[src/rtl/kv_cmd_master.sv]
// Wishbone master that turns host put/get commands into key-value store cycles.
// Optional WAIT-state abort timer is built only when KV_CMD_MASTER_TIMEOUT_EN is defined.
module kv_cmd_master #(
  parameter int DW      = 16,
  parameter int TIMEOUT = 255
) (
  input  logic          sys_clk,
  input  logic          sys_rst,
  input  logic          cmd_valid,
  output logic          cmd_ready,
  input  logic          cmd_we,
  input  logic [DW-1:0] cmd_adr,
  input  logic [DW-1:0] cmd_key,
  input  logic [DW-1:0] cmd_dat,
  output logic          rsp_valid,
  input  logic          rsp_ready,
  output logic [DW-1:0] rsp_dat,
  output logic          rsp_err,
  output logic          CYC_o,
  output logic          STB_o,
  output logic          WE_o,
  output logic [DW-1:0] ADR_o,
  output logic [DW-1:0] DAT_o,
  output logic [DW-1:0] KEY_o,
  input  logic          STALL_i,
  input  logic          ACK_i,
  input  logic [DW-1:0] DAT_i,
  output logic          RESET_o
);

  typedef enum logic [1:0] {IDLE, REQ, WAIT, RESP} state_t;

  state_t r_state;

`ifdef KV_CMD_MASTER_TIMEOUT_EN
  localparam int CW = ($clog2(TIMEOUT + 1) > 8) ? $clog2(TIMEOUT + 1) : 8;
  localparam logic [CW-1:0] TO_VAL = CW'(TIMEOUT);

  logic [CW-1:0] r_wait_cnt;
  logic [CW-1:0] w_cnt_next;

  assign w_cnt_next = r_wait_cnt + CW'(1);
`else
  logic w_unused_timeout;

  assign w_unused_timeout = (TIMEOUT != 0);
  assign rsp_err          = 1'b0;
  assign RESET_o          = 1'b0;
`endif

  // Single registered FSM; the store sees only registered strobes and a stable request.
  always_ff @(posedge sys_clk) begin
    if (sys_rst) begin
      r_state   <= IDLE;
      cmd_ready <= 1'b0;
      rsp_valid <= 1'b0;
      rsp_dat   <= '0;
      CYC_o     <= 1'b0;
      STB_o     <= 1'b0;
      WE_o      <= 1'b0;
      ADR_o     <= '0;
      DAT_o     <= '0;
      KEY_o     <= '0;
`ifdef KV_CMD_MASTER_TIMEOUT_EN
      rsp_err    <= 1'b0;
      RESET_o    <= 1'b0;
      r_wait_cnt <= '0;
`endif
    end else begin
`ifdef KV_CMD_MASTER_TIMEOUT_EN
      RESET_o <= 1'b0;
`endif
      case (r_state)
        IDLE: begin
          if (cmd_valid && cmd_ready) begin
            WE_o      <= cmd_we;
            ADR_o     <= cmd_adr;
            KEY_o     <= cmd_key;
            DAT_o     <= cmd_dat;
            CYC_o     <= 1'b1;
            STB_o     <= 1'b1;
            cmd_ready <= 1'b0;
            r_state   <= REQ;
          end else begin
            cmd_ready <= 1'b1;
          end
        end
        REQ: begin
          if (!STALL_i) begin
            STB_o   <= 1'b0;
            // Reads are acknowledged by the store on cycle end, so gets drop CYC here.
            CYC_o   <= WE_o;
            r_state <= WAIT;
`ifdef KV_CMD_MASTER_TIMEOUT_EN
            r_wait_cnt <= '0;
`endif
          end
        end
        WAIT: begin
          if (ACK_i) begin
            rsp_dat   <= DAT_i;
            rsp_valid <= 1'b1;
            CYC_o     <= 1'b0;
            r_state   <= RESP;
`ifdef KV_CMD_MASTER_TIMEOUT_EN
            rsp_err <= 1'b0;
          end else if (w_cnt_next == TO_VAL) begin
            rsp_dat   <= '0;
            rsp_err   <= 1'b1;
            rsp_valid <= 1'b1;
            RESET_o   <= 1'b1;
            CYC_o     <= 1'b0;
            r_state   <= RESP;
          end else begin
            r_wait_cnt <= w_cnt_next;
`endif
          end
        end
        RESP: begin
          if (rsp_ready) begin
            rsp_valid <= 1'b0;
            cmd_ready <= 1'b1;
            r_state   <= IDLE;
          end
        end
        default: r_state <= IDLE;
      endcase
    end
  end

endmodule

[config.mk]
export PLATFORM = sky130hd
export DESIGN_NAME = kv_cmd_master
export DESIGN_NICKNAME = d
export VERILOG_FILES = /design/src/rtl/kv_cmd_master.sv
export SDC_FILE = /design/constraint.sdc
export NUM_CORES = 1
export LEC_CHECK = 0
export CORE_MARGIN = 3
export CORE_UTILIZATION = 44
export CTS_BUF_LIST = sky130_fd_sc_hd__clkbuf_8
export CTS_CLUSTER_SIZE = 25
export DETAILED_ROUTE_END_ITERATION = 12
export PLACE_DENSITY = 0.95
export REMOVE_ABC_BUFFERS = 1
export SLEW_MARGIN = 20
export SYNTH_ARGS = -nofsm -noshare
export SYNTH_HDL_FRONTEND = slang
export SYNTH_SLANG_ARGS = --single-unit
[constraint.sdc]
create_clock -name sys_clk -period 3.29 [get_ports sys_clk]
set_input_delay 0.4935 -clock sys_clk [delete_from_list [all_inputs] [get_ports sys_clk]]
set_output_delay 0.4935 -clock sys_clk [all_outputs]
set_load 0.03 [all_outputs]
== After elaboration in Yosys (flattened, before gate mapping) ==
Cells that the tools add are included.

* Input port bits: 71
* Bits in writable memories: 0
* Memories kept: 0
* ROM bits: 0
* Latch bits: 0
* Register bits: 71
* Output and inout port bits: 71

* Equality and inequality tests: 7
* Mux-type cells: 17
* Shift-type cells: 0
* Div/mod/pow operators: 0
* Bitwise logic cells: 0
* Magnitude comparators: 0
* Reduce and logical (&&, ||, !) cells: 13
* Add/sub/neg operators: 0
* Multipliers: 0

{| class="wikitable"
|+ Operators by type and width
! kind !! number
|-
| 1-bit two-way mux || 8
|-
| 2-bit two-way mux || 4
|-
| 2-bit inequality test (second input constant) || 4
|-
| 2-bit one-hot mux with 4 select lines || 1
|-
| 4-bit AND reduction || 2
|-
| 1-bit one-hot mux with 2 select lines || 3
|-
| 2-bit AND reduction || 3
|-
| 3-bit AND reduction || 2
|-
| 2-bit nonzero test || 3
|-
| 2-bit equality test (second input constant) || 2
|-
| 1-bit one-hot mux with 3 select lines || 1
|-
| 3-bit nonzero test || 1
|-
| 2-bit by 1-bit equality test with 1-bit output (second input constant) || 1
|-
| 2-bit logical NOT || 1
|-
| 1-bit logical AND || 1
|}

== Depth between registers and ports, before layout ==
Gate-level depths: netlist of the first run.

* Word-level depth: 3
* Gate-level depth with buffers: 8

== Worst setup path before layout of the first run ==
Ideal clock, no wire load.

* Kind: reg2reg
* From: register r_state[0]
* To: register CYC_o
* Setup slack: 1,755 ps
* Setup time: 121 ps
* Arrival time: 1,414 ps
* Cell stages (with the launch flop): 6
* Cell sequence: dfxtp_1 -> inv_1 -> ha_1 -> a21bo_1 -> and4b_1 -> mux2_4

* Longest elaborated chain between the ends: 3
* Elaborated cells between the ends (all ways): 9
* Classes of those cells: eq/ne (5); mux (1); reduce/logical (3)

{| class="wikitable"
|+ Ends and longest elaborated chain
! element !! RTL line !! source
|-
| from (decl) || 33 || <nowiki>state_t r_state;</nowiki>
|-
| from (signal assigned) || 54 || <nowiki>r_state <= IDLE;</nowiki>
|-
| from (signal assigned) || 83 || <nowiki>r_state <= REQ;</nowiki>
|-
| from (signal assigned) || 93 || <nowiki>r_state <= WAIT;</nowiki>
|-
| 2-bit by 1-bit equality test with 1-bit output (tied with other cells) || 73 || <nowiki>case (r_state)</nowiki>
|-
| 2-bit inequality test (no source line) or 3-bit nonzero test (tied branches) || n/a ||
|-
| 4-bit AND reduction (no source line) || n/a ||
|-
| to (signal assigned) || 92 || <nowiki>CYC_o <= WE_o;</nowiki>
|-
| to (decl) || 19 || <nowiki>output logic CYC_o,</nowiki>
|}

Several ways; a longest one is shown, not always the timed one.
A chain may end at the register's enable or synchronous reset.

== Final worst setup path of the first run ==
* From: register r_state[0]
* To: register DAT_o[5]

* Longest elaborated chain between the ends: 2

{| class="wikitable"
|+ Ends and longest elaborated chain
! element !! RTL line !! source
|-
| 2-bit logical NOT || 73 ||
|-
| 2-bit AND reduction (no source line) || n/a ||
|-
| to (signal assigned) || 79 || <nowiki>DAT_o <= cmd_dat;</nowiki>
|-
| to (decl) || 23 || <nowiki>output logic [DW-1:0] DAT_o,</nowiki>
|}

Every way passes these cells.

==> impl_metrics.csv, run 1 <==
group,metric,value,unit
outcome,status,"completed",
synth,async_reset_ff_share,0,%
timing,setup_violations,0,
floorplanning,die_height,84.2,um
clock_tree,cts_tree,"done",
synth,synth_top_area_share,52.8,%
power,p_total,0.00275,W
clock_tree,cts_sinks,71,
critical_path,critPathSlowestCell,"and3_2",
place,io_buffers,139,
grt,grt_overflow,0,
floorplanning,initial_utilization,47.2,%
grt,grt_usage,20.2,%
timing,final-max-slew-violation-count,0,
synth,synthDistinctLibCells,32,
place,place.gp.congestion,0.813,
final_layout,drive_gt1_share,5.15,%
detailed_routing,drtPass1Iterations,6,
detailed_routing,drc,0,
detailed_routing,wire_per_inst,13.7,um
timing,rsz0062_at_grt,"false",
place,dp_hpwl,5510,um
critical_path,arrival,2.25,ns
detailed_routing,initialDrtViolationCount,95,
power,ir_drop,501,uV
timing,fmax,502,MHz
critical_path,critical_path.startpoint_type,"register",
synth,ys_warn_count,0,
detailed_routing,vias,2624,
floorplanning,core_area,0.00571,mm2
timing,worstMarginPinSlew,0.842,ns
floorplanning,io_pins,142,
final_layout,areaGrowthSynthToFinish,56.5,%
power,p_per_area,652,mW/mm2
synth,ys_seq_elements,71,
critical_path,endpoint_kind,"register",
floorplanning,die_area,0.00710,mm2
synth,synth_edf_count,0,
synth,avgSynthCellArea,8.07,um2
final_layout,antenna-diode-count,0,
critical_path,required,3.54,ns
timing,tns,0,ns
critical_path,crit_path_max_incr_delay,0.78,ns
clock_tree,cts-resized-gates,0,
synth,synth_most_common_cell,"nand2_1",
synth,synth.largest_area_cell,"dfxtp_1",
clock_tree,clockBufferDepth,2,
synth,ys_top_cells_by_count,"133 x nand2_1, 71 x dfxtp_1, 68 x a21oi_1",
synth,synthTopCellsByArea,"dfxtp_1 53%, nand2_1 19%, a21oi_1 13%",
timing,fin_skew,0.00694,ns
detailed_routing,ant_nets,0,
grt,antenna_found_initial,0,
floorplanning,rows,27,
critical_path,cp_max_fo,49,
clock_tree,ctsHoldBuffers,0,
clock_tree,root_buffer,"clkbuf_8",
detailed_routing,routed_wl,7350,um
final_layout,fin_nets,541,
timing,finalCritPeriodShare,60.6,%
synth,syn_inst,334,
critical_path,path_cells,"inv_1, ha_1, and3_2, nand2_1, a21oi_1",
synth,ys_dominant_reg_cell,"dfxtp_1",
clock_tree,post_cts_buffers,0,
timing,report.final.hold_viol_count,0,
grt,grt_pass1_vias,2544,
grt,grt_max_degree,50,
synth,synthesis.area,0.00269,mm2
detailed_routing,vias_per_cell,4.88,
clock_tree,cts_made_buffers,9,
timing,max_slew_margin,43.9,%
clock_tree,clk_latency,0.32,ns
critical_path,crit_family,"simple AND/OR/NAND/NOR gates",
critical_path,worstSetupPathType,"register to register",
power,p_leak,1.51,nW
clock_tree,clk_pin_slew,0.07,ns
synth,ys_seq_area_share,52.8,%
timing,min_period,1.99,ns
min_path,worst_hold_path_type,"register to register",
flow_run,cap_violations,0,
floorplanning,fp.dieW,84.2,um
grt,grt_pass1_wl,11700,um
critical_path,critPathBufInv,1,
clock_tree,htreeDepth,3,
through the flow:
step	std cells	setup WS (ns)	hold WS [ns]	area (um2)	util (%)
after floorplan	311	1.27	0.496	2570	-
after global placement	524	1.16	0.441	4060	71.2
after detailed placement	524	1.09	0.447	4060	71.2
after CTS	538	1.30	0.457	4220	73.8
after global routing	538	1.08	0.475	4220	73.8
final	538	1.30	0.453	4220	73.8
final cells by class:
cell class / count / area (um2)
fillers: 439 / 1490
flip-flops and latches: 71 / 1420
repair buffers: 141 / 1400
multi-input cells: 238 / 1140
clock buffers: 9 / 124
well taps: 72 / 90.1
clock inverters: 5 / 27.5
inverters: 2 / 7.51
layout by cell type, fill, tap and decap left out, types with 2 or more instances in the layout:
master / Yosys / routed
conb_1: 1 / 2
nand2b_1: 4 / 4
ha_1: 7 / 7
buf_4: 2 / 2
a21oi_1: 68 / 68
inv_1: 2 / 2
or2_2: 2 / 2
nor2_1: 3 / 3
clkbuf_8: 0 / 9
clkdlybuf4s50_1: 0 / 138
clkinv_2: 0 / 4
and2_1: 2 / 2
nand2_1: 133 / 133
dfxtp_1: 71 / 71
metal layers:
| metal | vias to the layer above | global-route usage [%] | routed length (um) |
|---|---|---|---|
| met5 | - | 0 | 0 |
| met4 | 0 | 7.89 | 117 |
| met3 | 12 | 6.38 | 531 |
| met2 | 83 | 36.2 | 3830 |
| met1 | 1201 | 22.0 | 2870 |
| li1 | 1328 | - | - |
power breakdown:
group	internal [W]	total, W	switching [W]
clock network	0.000259	0.000545	0.000285
logic	0.000477	0.00112	0.000647
registers	0.000995	0.00108	0.0000826
total	0.00173	0.00275	0.00102
path summary, 6_finish.rpt:
kind | start | slack [ns] | endpoint | depth (start not counted)
min | ADR_o[6] | 0.45 | ADR_o[6] | 2
min reg2reg | ADR_o[6] | 0.45 | ADR_o[6] | 2
max reg2reg | r_state[0] | 1.30 | DAT_o[5] | 5
max | r_state[0] | 1.30 | DAT_o[5] | 5
worst register-to-register path: stages, from the launching register on:
cell	delay, ns
dfxtp_1	0.35
inv_1	0.19
ha_1	0.29
and3_2	0.78
nand2_1	0.17
a21oi_1	0.16
state kept, by name (all words and copies together) (netlist names):
register and cells:
DAT_o 16, CYC_o 1, ADR_o 16, STB_o 1, WE_o 1, r_state 2, KEY_o 16, rsp_valid 1
cmd_ready 1, rsp_dat 16
cell families (layout without fill, tap and decap cells):
kind of cell,after synthesis,in the layout,synth area share (%)
fa+ha+maj,7,7,3.25
other cells,1,2,0.139
buf+inv,26,157,5.11
compound gates,75,75,15.0
mux,2,2,0.929
simple gates,152,152,22.9
flops,71,71,52.8
Power figures use the tool's default switching activity.
==> run 2: changes to the inputs <==
CORE_UTILIZATION = 37   (was 44)
PLACE_DENSITY = 0.88   (was 0.95)
clock period = 1.8 ns   (was 3.29 ns; I/O delays follow)
==> run 2 against run 1 <==
Against the previous run:
- wire length grew 3.3%
- highest routed layer unchanged
- via count grew 1.3%
- hold slack lost 0.20 ns
- sequential cell count is the same
- critical endpoint is now CYC_o
- utilization shrank 11 points
- sequential share of layout area shrank 0.97 points
- critical path depth is the same
- largest power group unchanged
- first-iteration DRC count shrank 1.1%
==> impl_metrics.csv, run 2 (same netlist as run 1, synthesis figures left out) <==
group,metric,value,unit
timing,fmax,591,MHz
detailed_routing,routed_wl,7590,um
min_path,worst_hold_path_type,"primary input to register",
final_layout,final-seq-area,0.00142,mm2
outcome,status,"completed",
critical_path,worstSetupPathType,"register to register",
detailed_routing,drc,0,
timing,final-max-slew-violation-count,0,
place,io_buffers,139,
clock_tree,clk_latency,0.33,ns
critical_path,cp_max_fo,6,
critical_path,r2r_cells,5,
final_layout,utilization,62.5,%
detailed_routing,initialDrtViolationCount,94,
detailed_routing,wire_per_inst,13.4,um
timing,min_period,1.69,ns
timing,rsz0062_at_grt,"false",
floorplanning,core_area,0.00694,mm2
final_layout,final_cell_mix,"137 x clkdlybuf4s50_1, 133 x nand2_1, 71 x dfxtp_1",
final_layout,layout.cells.most_common,"clkdlybuf4s50_1",
clock_tree,clockBufferDepth,2,
grt,grt_overflow,0,
timing,report.final.hold_viol_count,0,
critical_path,crit_end,"CYC_o",
detailed_routing,vias_per_cell,4.68,
floorplanning,io_pins,142,
power,ir_drop,658,uV
timing,tns,0,ns
final_layout,areaGrowthSynthToFinish,61.1,%
final_layout,fin_nets,545,
critical_path,crit_start,"r_state[0]",
flow_run,cap_violations,0,
clock_tree,cts_made_buffers,9,
floorplanning,fp.dieW,91.3,um
place,dpl.cell_count,552,
power,p_per_area,1210,mW/mm2
clock_tree,clk_pin_slew,0.07,ns
grt,grt_usage,17.7,%
final_layout,drive_gt1_share,5.93,%
grt,use_met3,4.31,%
detailed_routing,vias,2658,
clock_tree,htreeDepth,3,
grt,grt_pass1_wl,12000,um
floorplanning,initial_utilization,38.8,%
clock_tree,root_buffer,"clkbuf_8",
clock_tree,cts_tree,"done",
final_layout,stdcell_count,568,
final_layout,multi_input_area,0.00114,mm2
timing,setup_violations,0,
detailed_routing,drtPass1Iterations,6,
critical_path,r2r-start,"r_state[0]",
place,dp_hpwl,5690,um
timing,finalCritPeriodShare,93.9,%
floorplanning,die_area,0.00834,mm2
critical_path,endpoint_kind,"register",
critical_path,arrival,1.90,ns
place,place_area,0.00416,mm2
clock_tree,cts_sinks,71,
final_layout,antenna-diode-count,0,
floorplanning,die_height,91.3,um
grt,antenna_found_initial,0,
grt,met2_usage,32.6,%
detailed_routing,ant_nets,0,
power,p_leak,1.57,nW
floorplanning,rows,30,
clock_tree,ctsHoldBuffers,0,
grt,grt_use_met1,18.5,%
critical_path,r2r_slack,0.11,ns
grt,grt_pass1_vias,2539,
critical_path,critical_path.startpoint_type,"register",
grt,grt-busiest-layer,"met2",
grt,grt_max_degree,51,
timing,hold_slack,0.258,ns
critical_path,required,2.01,ns
final_layout,fillers,618,
timing,fin_skew,0.00929,ns
final_layout,final_area,0.00434,mm2
critical_path,rr_endpoint,"CYC_o",
place,place.gp.congestion,0.782,
[run 2: power breakdown]
| part | leakage, nW | internal, W | switching (W) | total (W) |
|---|---|---|---|---|
| Clock | 0.0977 | 0.000561 | 0.000554 | 0.00112 |
| Combinational | 0.893 | 0.000948 | 0.00121 | 0.00216 |
| Sequential | 0.577 | 0.00182 | 0.000146 | 0.00196 |
[run 2: final cells by class]
type / count / area share (%)
Timing Repair Buffer: 145 / 33.9
Sequential cell: 71 / 32.7
Multi-Input combinational cell: 238 / 26.3
Clock buffer: 11 / 3.49
Tap cell: 96 / 2.77
Clock inverter: 5 / 0.577
Inverter: 2 / 0.173
[run 2: metal layers]
layer	vias up	part of all wire [%]
met1	1203	39
met4	0	2.9
met3	20	5.7
met5	-	0
met2	95	53
li1	1340	-
[run 2: worst min-delay path by stage]
stage	start	cells after the start	slack [ns]	end
finish	sys_rst	2	0.26	WE_o
global route	sys_rst	2	0.28	rsp_valid
CTS	sys_rst	2	0.25	WE_o
detailed placement	ADR_o[0]	2	0.45	ADR_o[0]
global placement	KEY_o[2]	2	0.44	KEY_o[2]
floorplan	sys_rst	1	0.34	ADR_o[0]
[run 2: stage by stage]
stage          power [W]  setup WS (ns)
6_report         0.00524          0.109
5_1_grt          0.00554        0.00993
4_1_cts          0.00530         0.0318
3_5_place_dp     0.00418          0.130
3_3_place_gp     0.00410          0.205
2_1_floorplan    0.00321         -0.218
[run 2: critical path: stages (launching register included)]
cell and delay, ns:
dfxtp_1 0.34, inv_1 0.19, ha_1 0.29, a21bo_1 0.25
and4b_1 0.21, mux2_4 0.29
[run 2: repair_timing]
item                       in CTS  in global routing
setup endpoints to repair       0                  1
buffers inserted                0                  0
resized for setup               0                  1
